<file path="config.mk">
export PLATFORM = sky130hd
export DESIGN_NAME = pipeline_hazard_ctrl_flat
export DESIGN_NICKNAME = d
export VERILOG_FILES = /design/src/rtl/cpu_types_pkg.sv /design/src/rtl/pipeline_hazard_ctrl_if.sv /design/src/rtl/sat_counter.sv /design/src/rtl/pipeline_hazard_ctrl.sv /design/src/flat_wrapper.sv
export SDC_FILE = /design/constraint.sdc
export NUM_CORES = 1
export LEC_CHECK = 0
export CAP_MARGIN = 20
export CORE_ASPECT_RATIO = 2
export CORE_MARGIN = 5
export CORE_UTILIZATION = 45
export DETAILED_ROUTE_END_ITERATION = 6
export PLACE_DENSITY = 0.77
export SLEW_MARGIN = 20
export SYNTH_ARGS = -nofsm -noshare
export SYNTH_HDL_FRONTEND = slang
export SYNTH_SLANG_ARGS = --single-unit
</file>
<file path="constraint.sdc">
create_clock -name CLK -period 2.4 [get_ports CLK]
set_input_delay 0.48 -clock CLK [delete_from_list [all_inputs] [get_ports CLK]]
set_output_delay 0.48 -clock CLK [all_outputs]
set_load 0.03 [all_outputs]
</file>
<file path="src/rtl/cpu_types_pkg.sv">
// Shared CPU types: register selectors, hazard-controller state and latch control bundle.
package cpu_types_pkg;

    localparam int unsigned REG_W = 5;

    typedef logic [REG_W-1:0] regbits_t;

    typedef enum logic [1:0] {
        RUN   = 2'd0,
        MWAIT = 2'd1,
        HALT  = 2'd2
    } hzd_state_t;

    // Bit order matches the PC/latch control outputs from front to back of the pipe.
    typedef struct packed {
        logic pc_en;
        logic ifid_en;
        logic ifid_sRST;
        logic idex_en;
        logic idex_sRST;
        logic exmem_en;
        logic memwb_en;
    } latch_ctrl_t;

endpackage

</file>
<file path="src/rtl/pipeline_hazard_ctrl_if.sv">
// Hazard-controller bundle: pipeline status in, latch/PC controls and halt indication out.
interface pipeline_hazard_ctrl_if;
    import cpu_types_pkg::*;

    logic     ihit;
    logic     dhit;
    regbits_t id_rsel1;
    regbits_t id_rsel2;
    regbits_t idex_wsel_l;
    logic     idex_regen_l;
    logic     idex_dmemREN_l;
    logic     ex_redirect;
    logic     exmem_dmemREN_l;
    logic     exmem_dmemWEN_l;
    logic     memwb_hlt_l;

    logic     pc_en;
    logic     ifid_en;
    logic     ifid_sRST;
    logic     idex_en;
    logic     idex_sRST;
    logic     exmem_en;
    logic     memwb_en;
    logic     halted;

    modport master (
        input  ihit, dhit, id_rsel1, id_rsel2, idex_wsel_l, idex_regen_l, idex_dmemREN_l,
               ex_redirect, exmem_dmemREN_l, exmem_dmemWEN_l, memwb_hlt_l,
        output pc_en, ifid_en, ifid_sRST, idex_en, idex_sRST, exmem_en, memwb_en, halted
    );

    modport slave (
        output ihit, dhit, id_rsel1, id_rsel2, idex_wsel_l, idex_regen_l, idex_dmemREN_l,
               ex_redirect, exmem_dmemREN_l, exmem_dmemWEN_l, memwb_hlt_l,
        input  pc_en, ifid_en, ifid_sRST, idex_en, idex_sRST, exmem_en, memwb_en, halted
    );

endinterface

</file>
<file path="src/rtl/sat_counter.sv">
// Saturating up-counter with async active-low reset and synchronous clear.
module sat_counter #(
    parameter int unsigned CNT_W = 16
) (
    input  logic             CLK,
    input  logic             nRST,
    input  logic             inc,
    input  logic             clear,
    output logic [CNT_W-1:0] count
);

    always_ff @(posedge CLK or negedge nRST) begin
        if (!nRST) begin
            count <= '0;
        end else if (clear) begin
            count <= '0;
        end else if (inc && (count != '1)) begin
            count <= count + CNT_W'(1);
        end
    end

endmodule

</file>
<file path="src/rtl/pipeline_hazard_ctrl.sv">
// Pipeline hazard controller: Mealy latch/PC controls from a RUN/MWAIT/HALT state,
// plus saturating stall, flush and dcache-wait counters.
module pipeline_hazard_ctrl
    import cpu_types_pkg::*;
#(
    parameter int unsigned CNT_W = 16
) (
    input  logic                   CLK,
    input  logic                   nRST,
    pipeline_hazard_ctrl_if.master hif,
    output logic [CNT_W-1:0]       stall_cnt,
    output logic [CNT_W-1:0]       flush_cnt,
    output logic [CNT_W-1:0]       mwait_cnt
);

    hzd_state_t  state, next_state;
    latch_ctrl_t ctrl;
    logic        dreq, luse, resolve;
    logic        inc_stall, inc_flush, inc_mwait;

    assign dreq = hif.exmem_dmemREN_l | hif.exmem_dmemWEN_l;
    assign luse = hif.idex_dmemREN_l & hif.idex_regen_l & (hif.idex_wsel_l != '0) &
                  ((hif.idex_wsel_l == hif.id_rsel1) | (hif.idex_wsel_l == hif.id_rsel2));

    always_comb begin
        next_state = state;
        ctrl       = '0;
        resolve    = 1'b0;
        inc_stall  = 1'b0;
        inc_flush  = 1'b0;
        inc_mwait  = 1'b0;

        unique case (state)
            RUN: begin
                if (hif.memwb_hlt_l) begin
                    next_state = HALT;
                end else if (dreq && !hif.dhit) begin
                    next_state = MWAIT;
                    inc_mwait  = 1'b1;
                end else begin
                    resolve = 1'b1;
                end
            end
            MWAIT: begin
                if (!hif.dhit) begin
                    inc_mwait = 1'b1;
                end else begin
                    next_state = RUN;
                    resolve    = 1'b1;
                end
            end
            HALT: ;
            default: next_state = RUN;
        endcase

        // Redirect outranks load-use: the dependent instruction is on the wrong path.
        if (resolve) begin
            if (hif.ex_redirect) begin
                ctrl      = '1;
                inc_flush = 1'b1;
            end else if (luse) begin
                ctrl.idex_sRST = 1'b1;
                ctrl.idex_en   = 1'b1;
                ctrl.exmem_en  = 1'b1;
                ctrl.memwb_en  = 1'b1;
                inc_stall      = 1'b1;
            end else if (hif.ihit) begin
                ctrl.pc_en    = 1'b1;
                ctrl.ifid_en  = 1'b1;
                ctrl.idex_en  = 1'b1;
                ctrl.exmem_en = 1'b1;
                ctrl.memwb_en = 1'b1;
            end else begin
                ctrl.ifid_sRST = 1'b1;
                ctrl.idex_sRST = 1'b1;
                ctrl.exmem_en  = 1'b1;
                ctrl.memwb_en  = 1'b1;
            end
        end
    end

    always_ff @(posedge CLK or negedge nRST) begin
        if (!nRST) begin
            state <= RUN;
        end else begin
            state <= next_state;
        end
    end

    assign hif.pc_en     = nRST & ctrl.pc_en;
    assign hif.ifid_en   = nRST & ctrl.ifid_en;
    assign hif.ifid_sRST = nRST & ctrl.ifid_sRST;
    assign hif.idex_en   = nRST & ctrl.idex_en;
    assign hif.idex_sRST = nRST & ctrl.idex_sRST;
    assign hif.exmem_en  = nRST & ctrl.exmem_en;
    assign hif.memwb_en  = nRST & ctrl.memwb_en;
    assign hif.halted    = (state == HALT);

    sat_counter #(.CNT_W(CNT_W)) u_stall_cnt (
        .CLK(CLK), .nRST(nRST), .inc(inc_stall), .clear(1'b0), .count(stall_cnt)
    );

    sat_counter #(.CNT_W(CNT_W)) u_flush_cnt (
        .CLK(CLK), .nRST(nRST), .inc(inc_flush), .clear(1'b0), .count(flush_cnt)
    );

    sat_counter #(.CNT_W(CNT_W)) u_mwait_cnt (
        .CLK(CLK), .nRST(nRST), .inc(inc_mwait), .clear(1'b0), .count(mwait_cnt)
    );

endmodule

</file>
<file path="src/flat_wrapper.sv">
// flat-port wrapper written by rule: the top's interface ports become plain ports
module pipeline_hazard_ctrl_flat import cpu_types_pkg::*;
#(
    parameter int unsigned CNT_W = 16
)
  (CLK, nRST, stall_cnt, flush_cnt, mwait_cnt, hif_ihit, hif_dhit, hif_id_rsel1, hif_id_rsel2, hif_idex_wsel_l, hif_idex_regen_l, hif_idex_dmemREN_l, hif_ex_redirect, hif_exmem_dmemREN_l, hif_exmem_dmemWEN_l, hif_memwb_hlt_l, hif_pc_en, hif_ifid_en, hif_ifid_sRST, hif_idex_en, hif_idex_sRST, hif_exmem_en, hif_memwb_en, hif_halted);
  pipeline_hazard_ctrl_if hif_i ();
  input  logic CLK;
  input  logic nRST;
  output logic [CNT_W-1:0] stall_cnt;
  output logic [CNT_W-1:0] flush_cnt;
  output logic [CNT_W-1:0] mwait_cnt;
  input wire logic [$bits(hif_i.ihit)-1:0] hif_ihit;
  input wire logic [$bits(hif_i.dhit)-1:0] hif_dhit;
  input wire logic [$bits(hif_i.id_rsel1)-1:0] hif_id_rsel1;
  input wire logic [$bits(hif_i.id_rsel2)-1:0] hif_id_rsel2;
  input wire logic [$bits(hif_i.idex_wsel_l)-1:0] hif_idex_wsel_l;
  input wire logic [$bits(hif_i.idex_regen_l)-1:0] hif_idex_regen_l;
  input wire logic [$bits(hif_i.idex_dmemREN_l)-1:0] hif_idex_dmemREN_l;
  input wire logic [$bits(hif_i.ex_redirect)-1:0] hif_ex_redirect;
  input wire logic [$bits(hif_i.exmem_dmemREN_l)-1:0] hif_exmem_dmemREN_l;
  input wire logic [$bits(hif_i.exmem_dmemWEN_l)-1:0] hif_exmem_dmemWEN_l;
  input wire logic [$bits(hif_i.memwb_hlt_l)-1:0] hif_memwb_hlt_l;
  output wire logic [$bits(hif_i.pc_en)-1:0] hif_pc_en;
  output wire logic [$bits(hif_i.ifid_en)-1:0] hif_ifid_en;
  output wire logic [$bits(hif_i.ifid_sRST)-1:0] hif_ifid_sRST;
  output wire logic [$bits(hif_i.idex_en)-1:0] hif_idex_en;
  output wire logic [$bits(hif_i.idex_sRST)-1:0] hif_idex_sRST;
  output wire logic [$bits(hif_i.exmem_en)-1:0] hif_exmem_en;
  output wire logic [$bits(hif_i.memwb_en)-1:0] hif_memwb_en;
  output wire logic [$bits(hif_i.halted)-1:0] hif_halted;
  assign hif_i.ihit = hif_ihit;
  assign hif_i.dhit = hif_dhit;
  assign hif_i.id_rsel1 = hif_id_rsel1;
  assign hif_i.id_rsel2 = hif_id_rsel2;
  assign hif_i.idex_wsel_l = hif_idex_wsel_l;
  assign hif_i.idex_regen_l = hif_idex_regen_l;
  assign hif_i.idex_dmemREN_l = hif_idex_dmemREN_l;
  assign hif_i.ex_redirect = hif_ex_redirect;
  assign hif_i.exmem_dmemREN_l = hif_exmem_dmemREN_l;
  assign hif_i.exmem_dmemWEN_l = hif_exmem_dmemWEN_l;
  assign hif_i.memwb_hlt_l = hif_memwb_hlt_l;
  assign hif_pc_en = hif_i.pc_en;
  assign hif_ifid_en = hif_i.ifid_en;
  assign hif_ifid_sRST = hif_i.ifid_sRST;
  assign hif_idex_en = hif_i.idex_en;
  assign hif_idex_sRST = hif_i.idex_sRST;
  assign hif_exmem_en = hif_i.exmem_en;
  assign hif_memwb_en = hif_i.memwb_en;
  assign hif_halted = hif_i.halted;
  pipeline_hazard_ctrl #(.CNT_W(CNT_W)) u_core (.CLK(CLK), .nRST(nRST), .hif(hif_i), .stall_cnt(stall_cnt), .flush_cnt(flush_cnt), .mwait_cnt(mwait_cnt));
endmodule
</file>
==> results of run 1 <==
state kept, by name, indices dropped and copies added, names as in the netlist:
signal / flops
u_core.u_mwait_cnt.count: 16
u_core.u_stall_cnt.count: 16
u_core.state: 2
u_core.u_flush_cnt.count: 16
worst paths after layout:
kind,start,end,slack (ps),cells after the start
max,hif_idex_wsel_l[3],hif_ifid_sRST,20,6
min,nRST,u_core.u_mwait_cnt.count[6]$_DFFE_PN0P_,340,2
max reg2reg,u_core.u_mwait_cnt.count[0]$_DFFE_PN0P_,u_core.u_mwait_cnt.count[8]$_DFFE_PN0P_,310,6
min reg2reg,u_core.u_mwait_cnt.count[14]$_DFFE_PN0P_,u_core.u_mwait_cnt.count[14]$_DFFE_PN0P_,490,1
max in group asynchronous,nRST,u_core.u_flush_cnt.count[2]$_DFFE_PN0P_,1650,2
min in group CLK,u_core.u_mwait_cnt.count[14]$_DFFE_PN0P_,u_core.u_mwait_cnt.count[14]$_DFFE_PN0P_,490,1
layout make-up:
class / instances / share of cell area
clock buffers: 5 / 0.0317
clock inverters: 2 / 0.00983
inverters: 7 / 0.00666
multi-input cells: 190 / 0.370
flip-flops and latches: 50 / 0.317
well taps: 63 / 0.0200
repair buffers: 102 / 0.245
cell usage in the layout, fill, tap and decap left out, drive strengths merged, types with 6 or more instances in the layout:
| cell | instances |
|---|---|
| nor2 | 11 |
| and2 | 6 |
| xnor2 | 43 |
| xor2 | 10 |
| dlymetal6s2s | 11 |
| inv | 7 |
| buf | 30 |
| nand3 | 30 |
| dfrtp | 50 |
| clkdlybuf4s50 | 56 |
| nand4 | 14 |
| and3 | 11 |
| nand2 | 17 |
| clkbuf | 7 |
through the flow:
stage               cells   util
floorplan             252      -
global placement      407  0.615
detailed placement    407  0.615
CTS                   416  0.648
global route          419  0.668
finish                419  0.668
cell families (layout without fill, tap and decap cells):
group | after synthesis | count (layout) | synth area share
DFF | 50 | 50 | 0.465
muxes | 4 | 4 | 0.0167
AOI/OAI and AO/OA | 18 | 18 | 0.0647
and+or+nand+nor | 112 | 112 | 0.241
xor gates and xnor gates | 53 | 53 | 0.173
adders and majority gates | 3 | 3 | 0.0140
buffers and inverters | 12 | 116 | 0.0256
worst max-delay path, stage by stage:
cell	delay [ps]
sky130_fd_sc_hd__clkdlybuf4s15_1	190
sky130_fd_sc_hd__or4_4	540
sky130_fd_sc_hd__o211ai_4	240
sky130_fd_sc_hd__nor2b_4	70
sky130_fd_sc_hd__o31ai_2	180
sky130_fd_sc_hd__buf_4	200
power by group through the flow:
stage,sequential [mW],clock (mW),combinational [mW]
after floorplan,0.931,0,0.0462
after global placement,0.899,0,0.196
after detailed placement,0.901,0,0.202
after CTS,0.886,0.810,0.205
after global routing,0.888,0.841,0.233
final,0.886,0.794,0.216
routing by layer:
layer | global-route usage | vias to the layer above | part of all wire
li1 | - | 1099 | -
met1 | 0.225 | 1142 | 0.42
met2 | 0.312 | 81 | 0.50
met3 | 0.0500 | 13 | 0.058
met4 | 0.0861 | 0 | 0.021
met5 | 0 | - | 0
cell usage after synthesis (3+ instances only):
| cell | number |
|---|---|
| sky130_fd_sc_hd__and2_1 | 5 |
| sky130_fd_sc_hd__and3_1 | 10 |
| sky130_fd_sc_hd__and4_1 | 3 |
| sky130_fd_sc_hd__dfrtp_1 | 50 |
| sky130_fd_sc_hd__ha_1 | 3 |
| sky130_fd_sc_hd__inv_1 | 7 |
| sky130_fd_sc_hd__mux2_2 | 4 |
| sky130_fd_sc_hd__nand2_1 | 17 |
| sky130_fd_sc_hd__nand3_1 | 30 |
| sky130_fd_sc_hd__nand4_1 | 14 |
| sky130_fd_sc_hd__nor2_1 | 11 |
| sky130_fd_sc_hd__nor3_1 | 5 |
| sky130_fd_sc_hd__nor3b_1 | 3 |
| sky130_fd_sc_hd__o21ai_0 | 3 |
| sky130_fd_sc_hd__xnor2_1 | 43 |
| sky130_fd_sc_hd__xor2_1 | 10 |
timing repair:
| item | 4_1_cts | 5_1_grt |
|---|---|---|
| pin swaps | 5 | 18 |
| hold endpoints to repair | 0 | 0 |
| gates resized for setup | 14 | 27 |
| setup buffers | 2 | 3 |
| hold buffers | 0 | 0 |
| setup endpoints to repair | 5 | 5 |
==> out/qor.txt, run 1 <==
outcome = finished, final reports clean
Synth Net Count = 280
Fmax = 421 MHz
vias in the first global route = 2,575
FF+latch count, synth = 50
CP startpoint kind = primary input
slew at the pin closest to its max-slew limit = 625 ps
number of antenna violations at the first check in global routing = 0
Tightest Hold Check Type = in -> async
sequential cell area = 0.00125 sq mm
final cycle utilization of the critical path = 0.991
Vias = 2,335
part of the total power dissipated in sequential elements = 0.467
post-detailed-routing wire length = 6.95 mm
data required time at the worst endpoint = 1920 ps
Die Area = 0.00772 sq mm
Net Sw Frac = 0.235
count of buffers inserted at the top-level ports = 80
EDFF count, synth = 0
share of synthesized registers carrying an async set or reset = 1.00
Int Pwr = 1.45 mW
largest net degree at the start of global routing = 51
number of placement rows = 40
first-pass GRT wire length = 11.7 mm
average wire per cell in the routed design = 16.6 um
category of the critical setup timing path = in -> out
Clock Path Buffers = 2
count of pins over their slew limit = 0
final-report hold violation count = 0
cell area after placement = 0.00363 sq mm
initial detailed-routing violation count = 104
Net count, final = 384
number of levels in the clock H-tree = 2
Setup-failing EPs final = 0
share of the synthesized area in the top cell type = 0.465
CP endpoint kind = output port
effective utilization at floorplan = 0.456
clock latency of the later-clocked register in the worst-skew pair = 290 ps
area of combinational cells with multiple inputs = 0.00146 sq mm
Power, Total = 1.90 mW
sequential fraction of the synthesis area = 0.465
WHS = 342 ps
min cycle time layout = 2380 ps
peak fanout along the critical path = 3
CTS tree = done
Overall Global Routing Usage = 0.189
warning count from the yosys run = 0
average size of a mapped cell = 10.7 sq um
Filler cells = 441
post-route setup slack = 22.0 ps
Inserted Diodes = 0
count of boundary I/O pins = 81
Num CTS Buffers = 5
power share of the clock group = 0.419
worst setup slack before clock tree synthesis = -219 ps
die outline width = 64.7 um
number of DRC violations after detailed routing = 0
combinational cell fraction of total power = 0.114
net switching power = 445 uW
crit path DAT = 1900 ps
die span in y = 119 um
top cells by area, synth = sky130_fd_sc_hd__dfrtp_1, sky130_fd_sc_hd__xnor2_1, sky130_fd_sc_hd__nand3_1
Synth area leader = sky130_fd_sc_hd__dfrtp_1
PD cells = 480 mW/mm^2
Vias/cell = 5.57
CTS sink count = 50
CTS clk-pin slew, worst paths = 60 ps
Pre-antenna DRT Iters = 4
Setup Total Neg Slack = 0 ps
Detail Route Antenna Nets = 0
area of the placeable core = 0.00591 sq mm
number of cells produced by synthesis = 252
layout cells sized above 1 = 0.197
worst voltage drop across the vdd grid = 0.557 mV
Post-DP HPWL = 5.03 mm
reported max-cap violation count = 0
final standard cell area without fillers = 0.00395 sq mm
Main synth FF type = sky130_fd_sc_hd__dfrtp_1
final setup skew = 6.44 ps
final RePlAce weighted congestion = 0.847
netlist area before placement = 0.00269 sq mm
GRT overflow = 0
unique cell type count in the Yosys netlist = 41
tightest slew margin relative to the limit = 0.584
Area Growth Syn to Fin = 46.7%
P_leak = 1.80 nW
cell at the root of the clock tree = sky130_fd_sc_hd__clkbuf_16
(Power assumes the default switching activity.)
==> run 2: changes to the inputs <==
REMOVE_ABC_BUFFERS = 1   (was default)
SKIP_CTS_REPAIR_TIMING = 1   (was default)
==> run 2 against run 1 <==
Critical path depth is the same. Routed wire length shrank 4.1%. Utilization is 0.85 points lower. Power fell by 0.11%. The run now ends with negative setup slack left. Clock power increased by 0.9%.
==> out/qor.txt, run 2 (synthesis results as in run 1) <==
average wire per cell in the routed design = 15.9 um
number of levels in the clock H-tree = 2
CTS clk-pin slew, worst paths = 70 ps
clock latency of the later-clocked register in the worst-skew pair = 290 ps
final cycle utilization of the critical path = 1.01
final core utilization = 0.660
CTS tree = done
Overall Global Routing Usage = 0.180
CP endpoint kind = output port
count of buffers inserted at the top-level ports = 80
post-detailed-routing wire length = 6.66 mm
top flop regs = u_core.u_flush_cnt.count x16, u_core.u_mwait_cnt.count x16, u_core.u_stall_cnt.count x16
number of placement rows = 40
first-pass GRT wire length = 11.2 mm
count of boundary I/O pins = 81
layout cells sized above 1 = 0.171
CP Cell Sequence = dlymetal6s2s_1 -> or4_4 -> o211ai_4 -> nor2b_4 -> o31ai_2 -> buf_4
Post-DP HPWL = 4.85 mm
CP startpoint kind = primary input
number of antenna violations at the first check in global routing = 0
stage delay of the slowest cell on the critical path = 550 ps
peak fanout along the critical path = 3
Critical Path Slowest Stage Cell = sky130_fd_sc_hd__or4_4
Area Growth Syn to Fin = 44.8%
post-route setup slack = -25.4 ps
number of DRC violations after detailed routing = 0
Vias/cell = 5.52
area of the placeable core = 0.00591 sq mm
total instance count after detailed placement = 408
effective utilization at floorplan = 0.456
Detail Route Antenna Nets = 0
Vias = 2,314
category of the critical setup timing path = in -> out
Inserted Diodes = 0
count of non-filler cells in the finished layout = 419
worst-case register-to-register setup slack = 360 ps
CTS sink count = 50
die span in y = 119 um
Power, Total = 1.89 mW
final setup skew = 4.64 ps
PD cells = 486 mW/mm^2
leading cell type in the layout, fill and taps excluded = sky130_fd_sc_hd__clkdlybuf4s50_1
reported max-cap violation count = 0
GRT overflow = 0
final-report hold violation count = 0
Setup-failing EPs final = 1
Pre-antenna DRT Iters = 4
Die Area = 0.00772 sq mm
final RePlAce weighted congestion = 0.825
worst voltage drop across the vdd grid = 0.542 mV
tightest slew margin relative to the limit = 0.595
initial detailed-routing violation count = 74
Clock Path Buffers = 2
largest net degree at the start of global routing = 51
min cycle time layout = 2430 ps
die outline width = 64.7 um
cell at the root of the clock tree = sky130_fd_sc_hd__clkbuf_16
vias in the first global route = 2,417
Fmax = 412 MHz
Net count, final = 383
Num CTS Buffers = 5
data required time at the worst endpoint = 1920 ps
highest-count cells in the layout ignoring fill and taps = sky130_fd_sc_hd__clkdlybuf4s50_1, sky130_fd_sc_hd__dfrtp_1, sky130_fd_sc_hd__xnor2_1
crit path DAT = 1950 ps
failing checks = negative setup slack
Tightest Hold Check Type = in -> async
P_leak = 1.73 nW
count of pins over their slew limit = 0
slew at the pin closest to its max-slew limit = 607 ps
outcome = finished with violations
==> run 2: final timing paths <==
kind                            cells past startpoint                                       end                                     start
worst max-delay path                                6                             hif_ifid_sRST                        hif_idex_wsel_l[3]
worst min-delay path                                2  u_core.u_flush_cnt.count[15]$_DFFE_PN0P_                                      nRST
worst max register to register                      6  u_core.u_flush_cnt.count[11]$_DFFE_PN0P_   u_core.u_flush_cnt.count[0]$_DFFE_PN0P_
worst min register to register                      1  u_core.u_mwait_cnt.count[14]$_DFFE_PN0P_  u_core.u_mwait_cnt.count[14]$_DFFE_PN0P_
max in group asynchronous                           2   u_core.u_stall_cnt.count[6]$_DFFE_PN0P_                                      nRST
min in group CLK                                    1  u_core.u_mwait_cnt.count[14]$_DFFE_PN0P_  u_core.u_mwait_cnt.count[14]$_DFFE_PN0P_
==> run 2: area by class of cell <==
class                   instances  area [sq um]
clock inverters                 2          37.5
inverters                       7          26.3
multi-input cells             190          1410
repair buffers                101           961
clock buffers                   6           129
well taps                      63          78.8
flip-flops and latches         50          1250
fillers                       488          2010
==> run 2: per-stage QoR <==
stage	setup WS [ps]	hold slack (ps)	TNS [ps]	area, sq um
finish	-25.4	321	-25.4	3900
global route	-61.0	385	-173	3900
CTS	-232	326	-968	3810
detailed placement	-224	486	-1060	3640
global placement	-192	472	-713	3640
floorplan	-853	184	-2100	2650
==> run 2: worst max-delay path: cells and delay by family <==
family | cells | cell delay, ps
simple gates | 2 | 620
compound gates | 2 | 500
buf+inv | 2 | 340
==> run 2: power breakdown <==
group	switching [mW]	total, mW	internal (mW)
logic	0.104	0.208	0.104
clock network	0.309	0.801	0.492
registers	0.0243	0.884	0.860
==> run 2: layer usage <==
metal / vias up / track usage / part of all wire
li1: 1095 / - / -
met1: 1125 / 0.220 / 0.43
met2: 83 / 0.288 / 0.48
met3: 11 / 0.0604 / 0.069
met4: 0 / 0.0742 / 0.016
met5: - / 0 / 0
==> run 3: changes to the inputs <==
CELL_PAD_IN_SITES_DETAIL_PLACEMENT = 1   (was default)
CELL_PAD_IN_SITES_GLOBAL_PLACEMENT = 1   (was default)
CORE_UTILIZATION = 36   (was 45)
PLACE_DENSITY = 0.8   (was 0.77)
SETUP_SLACK_MARGIN = 0.05   (was default)
==> run 3 against run 2 <==
Sequential power shrank 0.5%. First-iteration DRC count increased by 4.1%. Highest routed layer unchanged. The flow now finishes without violations. Non-clock buffer count is 3 higher. Via count increased by 1.2%. Flip-flop and latch count unchanged. Fmax is 2.8% higher. Clock-buffer cell count is the same. Critical path depth is the same.
==> out/qor.txt, run 3 (synthesis results as in run 1) <==
data required time at the worst endpoint = 1920 ps
final cycle utilization of the critical path = 0.983
number of levels in the clock H-tree = 2
min cycle time layout = 2360 ps
peak fanout along the critical path = 3
Num CTS Buffers = 5
die outline width = 71.1 um
reported max-cap violation count = 0
CP endpoint kind = output port
clock latency of the later-clocked register in the worst-skew pair = 290 ps
Clock Path Buffers = 2
number of placement rows = 44
Vias/cell = 5.19
count of boundary I/O pins = 81
CTS clk-pin slew, worst paths = 60 ps
Overall Global Routing Usage = 0.167
area of the placeable core = 0.00727 sq mm
CP Cell Sequence = buf_6 -> or4_4 -> o211ai_4 -> nor2b_4 -> o31ai_2 -> buf_4
final-report hold violation count = 0
crit path DAT = 1880 ps
Tightest Hold Check Type = in -> async
count of pins over their slew limit = 0
GRT overflow = 0
vias in the first global route = 2,635
count of non-filler cells in the finished layout = 451
layout cells sized above 1 = 0.192
effective utilization at floorplan = 0.370
category of the critical setup timing path = in -> out
stage delay of the slowest cell on the critical path = 550 ps
worst voltage drop across the vdd grid = 0.538 mV
Fmax = 424 MHz
cell at the root of the clock tree = sky130_fd_sc_hd__clkbuf_16
Vias = 2,341
first-pass GRT wire length = 12.9 mm
PD cells = 478 mW/mm^2
Net count, final = 386
final setup skew = 4.29 ps
outcome = finished, final reports clean
number of DRC violations after detailed routing = 0
CP startpoint kind = primary input
highest-count cells in the layout ignoring fill and taps = sky130_fd_sc_hd__clkdlybuf4s50_1, sky130_fd_sc_hd__dfrtp_1, sky130_fd_sc_hd__xnor2_1
average wire per cell in the routed design = 17.4 um
largest net degree at the start of global routing = 51
Setup-failing EPs final = 0
top flop regs = u_core.u_flush_cnt.count x16, u_core.u_mwait_cnt.count x16, u_core.u_stall_cnt.count x16
Area Growth Syn to Fin = 47.7%
Pre-antenna DRT Iters = 3
Inserted Diodes = 0
total instance count after detailed placement = 439
Die Area = 0.00941 sq mm
CTS tree = done
leading cell type in the layout, fill and taps excluded = sky130_fd_sc_hd__clkdlybuf4s50_1
count of buffers inserted at the top-level ports = 80
final RePlAce weighted congestion = 0.844
RSZ-0062 raised after global routing = true
number of antenna violations at the first check in global routing = 0
slew at the pin closest to its max-slew limit = 704 ps
worst path bufs/invs = 2
WHS = 356 ps
CTS sink count = 50
P_leak = 1.81 nW
post-detailed-routing wire length = 7.86 mm
initial detailed-routing violation count = 77
Detail Route Antenna Nets = 0
Post-DP HPWL = 6.00 mm
Critical Path Slowest Stage Cell = sky130_fd_sc_hd__or4_4
tightest slew margin relative to the limit = 0.525
cell family with the largest share of critical-path delay = simple AND/OR/NAND/NOR gates
die span in y = 132 um
-- run 3: cell count changes in the layout (fill, tap and decap cells not counted), moves of 2 or more --
| cell | before | now |
|---|---|---|
| sky130_fd_sc_hd__buf_4 | 26 | 29 |
| sky130_fd_sc_hd__clkbuf_2 | 0 | 2 |
| sky130_fd_sc_hd__dlymetal6s2s_1 | 7 | 13 |
| sky130_fd_sc_hd__clkdlybuf4s50_1 | 65 | 56 |
-- run 3: final timing paths --
check	to	slack, ps	from	cells after the start
setup / recovery	hif_ifid_sRST	40	hif_idex_wsel_l[2]	6
hold / removal	u_core.u_stall_cnt.count[14]$_DFFE_PN0P_	360	nRST	2
setup reg to reg	u_core.u_flush_cnt.count[15]$_DFFE_PN0P_	340	u_core.u_flush_cnt.count[1]$_DFFE_PN0P_	6
hold reg to reg	u_core.u_flush_cnt.count[14]$_DFFE_PN0P_	490	u_core.u_flush_cnt.count[14]$_DFFE_PN0P_	1
max in group asynchronous	u_core.u_stall_cnt.count[5]$_DFFE_PN0P_	1600	nRST	2
min in group CLK	u_core.state[1]$_DFFE_PN0P_	490	hif_memwb_hlt_l	3
-- run 3: area by class of cell --
| cell class | count | area, sq um |
|---|---|---|
| Clock buffer | 6 | 129 |
| Clock inverter | 2 | 37.5 |
| Fill cell | 820 | 3290 |
| Inverter | 7 | 26.3 |
| Multi-Input combinational cell | 190 | 1420 |
| Sequential cell | 50 | 1250 |
| Tap cell | 92 | 115 |
| Timing Repair Buffer | 104 | 990 |
-- run 3: power by group --
part	switching, mW	internal [mW]
registers	0.0204	0.860
clock network	0.303	0.492
logic	0.117	0.108
total	0.440	1.46
-- run 3: through the flow --
stage / setup TNS (ps) / area, sq um / utilization / worst slack (ps) / total power, mW
floorplan: -2100 / 2650 / - / -853 / 0.976
detailed placement: -1640 / 3690 / 0.508 / -350 / 1.11
global placement: -825 / 3690 / 0.508 / -217 / 1.10
finish: 0 / 3970 / 0.547 / 40.4 / 1.90
CTS: -1420 / 3860 / 0.531 / -367 / 1.92
global route: -38.7 / 3970 / 0.547 / -38.7 / 1.99
-- run 3: routing by layer --
metal  track usage  wire length (um)  vias up
li1              -                 -     1097
met3        0.0313               245        7
met2         0.323              4630       58
met4        0.0523               105        0
met5             0                 0        -
met1         0.175              2880     1179
